==> config.mk <==
export PLATFORM = sky130hd
export DESIGN_NAME = fetch_npc_ctrl
export DESIGN_NICKNAME = d
export VERILOG_FILES = /design/src/rtl/fetch_npc_ctrl.sv
export SDC_FILE = /design/constraint.sdc
export NUM_CORES = 1
export LEC_CHECK = 0
export BUFFER_PORTS_ARGS = -buffer_cell sky130_fd_sc_hd__buf_2
export CAP_MARGIN = 5
export CORE_UTILIZATION = 52
export CTS_CLUSTER_SIZE = 30
export DETAILED_ROUTE_END_ITERATION = 12
export GPL_TIMING_DRIVEN = 0
export PLACE_DENSITY = 0.77
export SYNTH_ARGS = -nofsm -noshare
export SYNTH_HDL_FRONTEND = slang
export SYNTH_SLANG_ARGS = --single-unit
export TNS_END_PERCENT = 1
==> constraint.sdc <==
create_clock -name clk -period 2.39 [get_ports clk]
set_clock_uncertainty 0.05 [all_clocks]
set_input_delay 0.1195 -clock clk [delete_from_list [all_inputs] [get_ports clk]]
set_output_delay 0.1195 -clock clk [all_outputs]
set_load 0.05 [all_outputs]
==> src/rtl/fetch_npc_ctrl.sv <==
// Instruction-fetch control: next-PC selection with stall hold and buffered redirects,
// plus the IF/ID pipeline register, fetch-address legality check and fetch counter.
module fetch_npc_ctrl #(
   parameter logic [31:0] PC_RESET = 32'h0000_3000,
   parameter int          IM_WORDS = 4096
) (
   input  logic        clk,
   input  logic        reset,
   input  logic [31:0] pc_f,
   input  logic [31:0] instr_f,
   input  logic        stall,
   input  logic        flush_d,
   input  logic        redirect_valid,
   input  logic [31:0] redirect_target,
   output logic [31:0] npc,
   output logic [31:0] instr_d,
   output logic [31:0] pc_d,
   output logic [31:0] pc8_d,
   output logic        valid_d,
   output logic        fetch_exc_d,
   output logic        redirect_pending,
   output logic [31:0] fetch_count
);

   typedef enum logic {IDLE, PENDING} state_e;

   // Range bounds are held in 33 bits so the upper limit cannot wrap.
   localparam logic [32:0] PC_LO = {1'b0, PC_RESET};
   localparam logic [32:0] PC_HI = PC_LO + (33'(IM_WORDS) << 2);

   state_e      state_q, state_d;
   logic [31:0] pend_q, pend_d;
   logic [31:0] instr_q, pc_q, pc8_q, cnt_q;
   logic        valid_q, exc_q;
   logic        ill;

   assign ill = (pc_f[1:0] != 2'b00) || ({1'b0, pc_f} < PC_LO) || ({1'b0, pc_f} >= PC_HI);

   always_comb begin
      npc = pc_f + 32'd4;
      if (reset)                  npc = PC_RESET;
      else if (stall)             npc = pc_f;
      else if (redirect_valid)    npc = redirect_target;
      else if (state_q == PENDING) npc = pend_q;
   end

   always_comb begin
      state_d = state_q;
      pend_d  = pend_q;
      case (state_q)
         IDLE: begin
            if (stall && redirect_valid) begin
               state_d = PENDING;
               pend_d  = redirect_target;
            end
         end
         PENDING: begin
            // A newer redirect during the stall supersedes the buffered one.
            if (stall && redirect_valid) pend_d  = redirect_target;
            else if (!stall)             state_d = IDLE;
         end
         default: state_d = IDLE;
      endcase
   end

   always_ff @(posedge clk) begin
      if (reset) begin
         state_q <= IDLE;
         pend_q  <= '0;
      end else begin
         state_q <= state_d;
         pend_q  <= pend_d;
      end
   end

   always_ff @(posedge clk) begin
      if (reset) begin
         instr_q <= '0;
         pc_q    <= PC_RESET;
         pc8_q   <= PC_RESET + 32'd8;
         valid_q <= 1'b0;
         exc_q   <= 1'b0;
         cnt_q   <= '0;
      end else if (flush_d) begin
         instr_q <= '0;
         pc_q    <= pc_f;
         pc8_q   <= pc_f + 32'd8;
         valid_q <= 1'b0;
         exc_q   <= 1'b0;
      end else if (!stall) begin
         instr_q <= ill ? 32'd0 : instr_f;
         pc_q    <= pc_f;
         pc8_q   <= pc_f + 32'd8;
         valid_q <= 1'b1;
         exc_q   <= ill;
         cnt_q   <= cnt_q + 32'd1;
      end
   end

   assign instr_d          = instr_q;
   assign pc_d             = pc_q;
   assign pc8_d            = pc8_q;
   assign valid_d          = valid_q;
   assign fetch_exc_d      = exc_q;
   assign redirect_pending = (state_q == PENDING);
   assign fetch_count      = cnt_q;

endmodule

==> metrics.txt <==
# TYPE chip_impl_metric gauge
chip_impl_metric{name="gpl_wtd_cong",unit=""} 0.995
chip_impl_metric{name="avgSynthCellArea",unit="sq um"} 7.56
chip_impl_metric{name="report.final.setup_viol",unit=""} 18
chip_impl_metric{name="numPlacedInstances",unit=""} 1579
chip_impl_metric{name="finish.cell_count_without_fillers",unit=""} 1690
chip_impl_metric{name="cts.clk_slew.worst_paths",unit="ns"} 0.07
chip_impl_metric{name="first_global_vias",unit=""} 9418
chip_impl_metric{name="period_needed",unit="ns"} 2.55
chip_impl_metric{name="post_drt_via_cell_ratio",unit=""} 6.27
chip_impl_metric{name="tightestPinTransition",unit="ns"} 1.03
chip_impl_info{name="run_status",value="complete, but fails checks"} 1
chip_impl_metric{name="core-area",unit="sq mm"} 0.0159
chip_impl_metric{name="yosysSeqAreaShare",unit="%"} 37.8
chip_impl_info{name="failed_checks",value="setup timing"} 1
chip_impl_metric{name="tritoncts_num_sinks",unit=""} 160
chip_impl_metric{name="maximum_count_of_clock_buffers_along_a_single_path",unit=""} 2
chip_impl_metric{name="whs",unit="ns"} 0.0119
chip_impl_metric{name="num_antenna_cells",unit=""} 0
chip_impl_metric{name="final_layout_size_suffix_gt1_share",unit="%"} 24.5
chip_impl_metric{name="cp_data_required_time",unit="ns"} 2.22
chip_impl_metric{name="routedWlPerCell",unit="um"} 20.2
chip_impl_metric{name="drt_iter0_drc",unit=""} 1260
chip_impl_metric{name="layout.filler_cells",unit=""} 1301
chip_impl_info{name="r2r-end",value="fetch_count[26]"} 1
chip_impl_info{name="netlist_top_cells_area",value="dfxtp_1 38%, nand2_1 8.2%, a21oi_1 6.7%, clkbuf_1 3.6%, nor2_1 3.5%"} 1
chip_impl_metric{name="design.final.nets",unit=""} 1566
chip_impl_metric{name="postRouteAntennaNets",unit=""} 0
chip_impl_metric{name="route.detailed.drc",unit=""} 0
chip_impl_metric{name="postSynth.asyncResetShare",unit="%"} 0
chip_impl_metric{name="worstPathArrival",unit="ns"} 2.38
chip_impl_metric{name="worst_slew_margin_rel",unit="%"} 30.5
chip_impl_metric{name="setup-tns-final",unit="ns"} -1.39
chip_impl_metric{name="global_route_wire_length_before_repair",unit="mm"} 51.2
chip_impl_metric{name="grt_start_max_net_pins",unit=""} 17
chip_impl_metric{name="die_w",unit="um"} 130
chip_impl_metric{name="syn_area",unit="sq mm"} 0.00846
chip_impl_info{name="unrepaired_setup_endpoints_after_global_routing",value="true"} 1
chip_impl_metric{name="finish.utilization",unit="%"} 73.0
chip_impl_metric{name="tritoncts.num_buffers",unit=""} 17
chip_impl_metric{name="clock.fmax",unit="MHz"} 392
chip_impl_metric{name="synth.ff_latch_count",unit=""} 160
chip_impl_info{name="synthMostInstantiatedCell",value="nand2_1"} 1
chip_impl_info{name="timing.hold.worst_endpoint",value="pc8_d[9]"} 1
chip_impl_metric{name="number_of_synthesized_flops_with_an_enable_pin",unit=""} 0
chip_impl_metric{name="globalRoute.totalOverflow",unit=""} 0
chip_impl_metric{name="area_delta_synth_final",unit="%"} 37.0
chip_impl_info{name="path_class",value="in -> out"} 1
chip_impl_metric{name="drt-pass1-iter-count",unit=""} 5
chip_impl_metric{name="hpwl",unit="mm"} 23.5
chip_impl_metric{name="detail_route.wirelength",unit="mm"} 34.2
chip_impl_metric{name="yosysUniqueCellTypes",unit=""} 67
chip_impl_metric{name="reg2reg_path_depth",unit=""} 6
chip_impl_metric{name="power_per_cell_area",unit="mW/mm^2"} 635
chip_impl_info{name="critical_path.endpoint_type",value="output pin"} 1
chip_impl_metric{name="report.final.hold_viol_count",unit=""} 0
chip_impl_info{name="synthDominantAreaCellType",value="dfxtp_1"} 1
chip_impl_info{name="synthFlopType",value="dfxtp_1"} 1
chip_impl_info{name="clock_tree.root_cell",value="clkbuf_16"} 1
chip_impl_metric{name="timing_max_transition_violations_final",unit=""} 0
chip_impl_metric{name="setup_ws",unit="ns"} -0.163
chip_impl_info{name="synthTopCellsByCount",value="186 x nand2_1, 160 x dfxtp_1, 113 x a21oi_1"} 1
chip_impl_metric{name="ys.warnings.count",unit=""} 0
chip_impl_metric{name="peakVddDrop",unit="mV"} 0.548
chip_impl_metric{name="post_dp_area",unit="sq mm"} 0.0100
chip_impl_metric{name="worst-path-max-fanout",unit=""} 10
chip_impl_metric{name="groute.usage.overall",unit="%"} 40.0
chip_impl_metric{name="grt_antenna_before_repair",unit=""} 0
chip_impl_metric{name="dieArea",unit="sq mm"} 0.0168
chip_impl_metric{name="layout.cell_area.non_filler",unit="sq mm"} 0.0116
chip_impl_metric{name="clk_latency",unit="ns"} 0.44
chip_impl_metric{name="starting_density_of_the_core",unit="%"} 53.3
chip_impl_metric{name="cap_violations",unit=""} 0
chip_impl_metric{name="post-synth-top-area-fraction",unit="%"} 37.8
chip_impl_metric{name="fin_crit_sh",unit="%"} 107
chip_impl_metric{name="ctsHtreeMaxLevel",unit=""} 4
chip_impl_info{name="crit-reg2reg-launch",value="fetch_count[3]"} 1
chip_impl_metric{name="port-buffer-count",unit=""} 244
chip_impl_metric{name="ioPinCount",unit=""} 264
chip_impl_metric{name="worst_hold_path.num_cells",unit=""} 3
chip_impl_info{name="hold_class",value="in -> reg"} 1
chip_impl_metric{name="worst-r2r-setup-slack",unit="ns"} 0.08
chip_impl_info{name="critPathLaunchType",value="primary input"} 1
chip_impl_metric{name="die_y",unit="um"} 130
chip_impl_info{name="min_from",value="pc_f[9]"} 1
chip_impl_metric{name="p_leak",unit="uW"} 0.00471
chip_impl_metric{name="synth_fp_nets",unit=""} 1224
chip_impl_info{name="cts_tree",value="done"} 1
chip_impl_metric{name="synth_cells",unit=""} 1119
chip_impl_metric{name="num_vias",unit=""} 10600
chip_impl_metric{name="row_count",unit=""} 46
## logic make-up (layout without fill, tap and decap cells)
| logic type | Yosys count | after routing | share of synthesized area (%) |
|---|---|---|---|
| fa+ha+maj | 4 | 4 | 0.591 |
| buf+inv | 138 | 493 | 6.68 |
| flops | 160 | 160 | 37.8 |
| xor+xnor | 22 | 22 | 2.28 |
| simple gates | 474 | 474 | 27.7 |
| compound gates | 311 | 311 | 23.7 |
| mux | 10 | 10 | 1.23 |
## worst max-delay path, cell delays in order
cell	delay [ns]
buf_2	0.13
buf_2	0.23
buf_1	0.56
clkbuf_1	0.55
a21oi_1	0.26
nor4_4	0.31
buf_6	0.22
## flip-flops by register name, summed over array words and instances (netlist names)
name              count
fetch_count          32
pc_d                 32
redirect_pending      1
instr_d              32
fetch_exc_d           1
pend_q               32
valid_d               1
pc8_d                29
## layout by cell type (no fill, tap or decap), types with 8 or more instances in the layout
| cell type | n |
|---|---|
| clkbuf_2 | 11 |
| xor2_1 | 9 |
| buf_1 | 8 |
| nor2b_1 | 8 |
| or3_1 | 18 |
| nor2_1 | 77 |
| or4_1 | 20 |
| nand2_1 | 186 |
| o31ai_1 | 16 |
| a32oi_1 | 32 |
| dlygate4sd3_1 | 79 |
| buf_4 | 15 |
| nand2b_1 | 9 |
| nor4_1 | 25 |
| nand4_1 | 23 |
| dfxtp_1 | 159 |
| inv_1 | 18 |
| xnor2_1 | 13 |
| or2_2 | 10 |
| clkbuf_1 | 71 |
| and3_1 | 8 |
| a31oi_1 | 10 |
| a211oi_1 | 12 |
| nand3_1 | 33 |
| buf_2 | 254 |
| clkbuf_16 | 17 |
| nor3_1 | 20 |
| a21oi_1 | 113 |
| o21ai_0 | 53 |
## where the power goes
group | internal (uW) | switching [uW] | total, uW
clock network | 1790 | 1210 | 3000
registers | 2770 | 55.3 | 2820
logic | 458 | 1080 | 1540
## metal layers
metal | up-vias | track usage, % | wire (um)
li1 | 4762 | - | -
met5 | - | 0 | 0
met1 | 4965 | 53.1 | 13700
met4 | 0 | 21.9 | 1650
met2 | 742 | 61.9 | 15300
met3 | 126 | 6.73 | 3640
## cell type report
cell class / count / area, sq um / area share [%]
multi-input cells: 821 / 4840 / 41.8
flip-flops and latches: 160 / 3210 / 27.7
repair buffers: 325 / 2060 / 17.7
plain buffers: 116 / 514 / 4.44
clock buffers: 21 / 450 / 3.88
well taps: 216 / 270 / 2.33
clock inverters: 11 / 178 / 1.53
inverters: 20 / 75.1 / 0.647
## through the flow
stage / total power [uW] / setup slack [ns]
after CTS: 7290 / -0.0321
final: 7360 / -0.163
after global routing: 7530 / -0.126
after floorplan: 3810 / -0.333
after global placement: 4230 / -0.534
after detailed placement: 4240 / -0.569
## how the worst max path moves through the flow
stage | startpoint | end | slack, ns | cells after the start
final | stall | npc[31] | -0.16 | 7
after global routing | pc_f[19] | npc[26] | -0.13 | 8
after CTS | redirect_pending | npc[29] | -0.03 | 7
after detailed placement | redirect_pending | npc[25] | -0.57 | 8
after global placement | redirect_pending | npc[25] | -0.53 | 8
after floorplan | redirect_pending | npc[17] | -0.33 | 7
## repair_timing
action / CTS / global route
resized for setup: 47 / 5
endpoints found under the hold margin: 79 / 0
hold buffers: 79 / 0
buffers inserted: 2 / 0
pin swaps: 3 / 1
setup endpoints to repair: 32 / 28
Power figures use the tool's default switching activity.
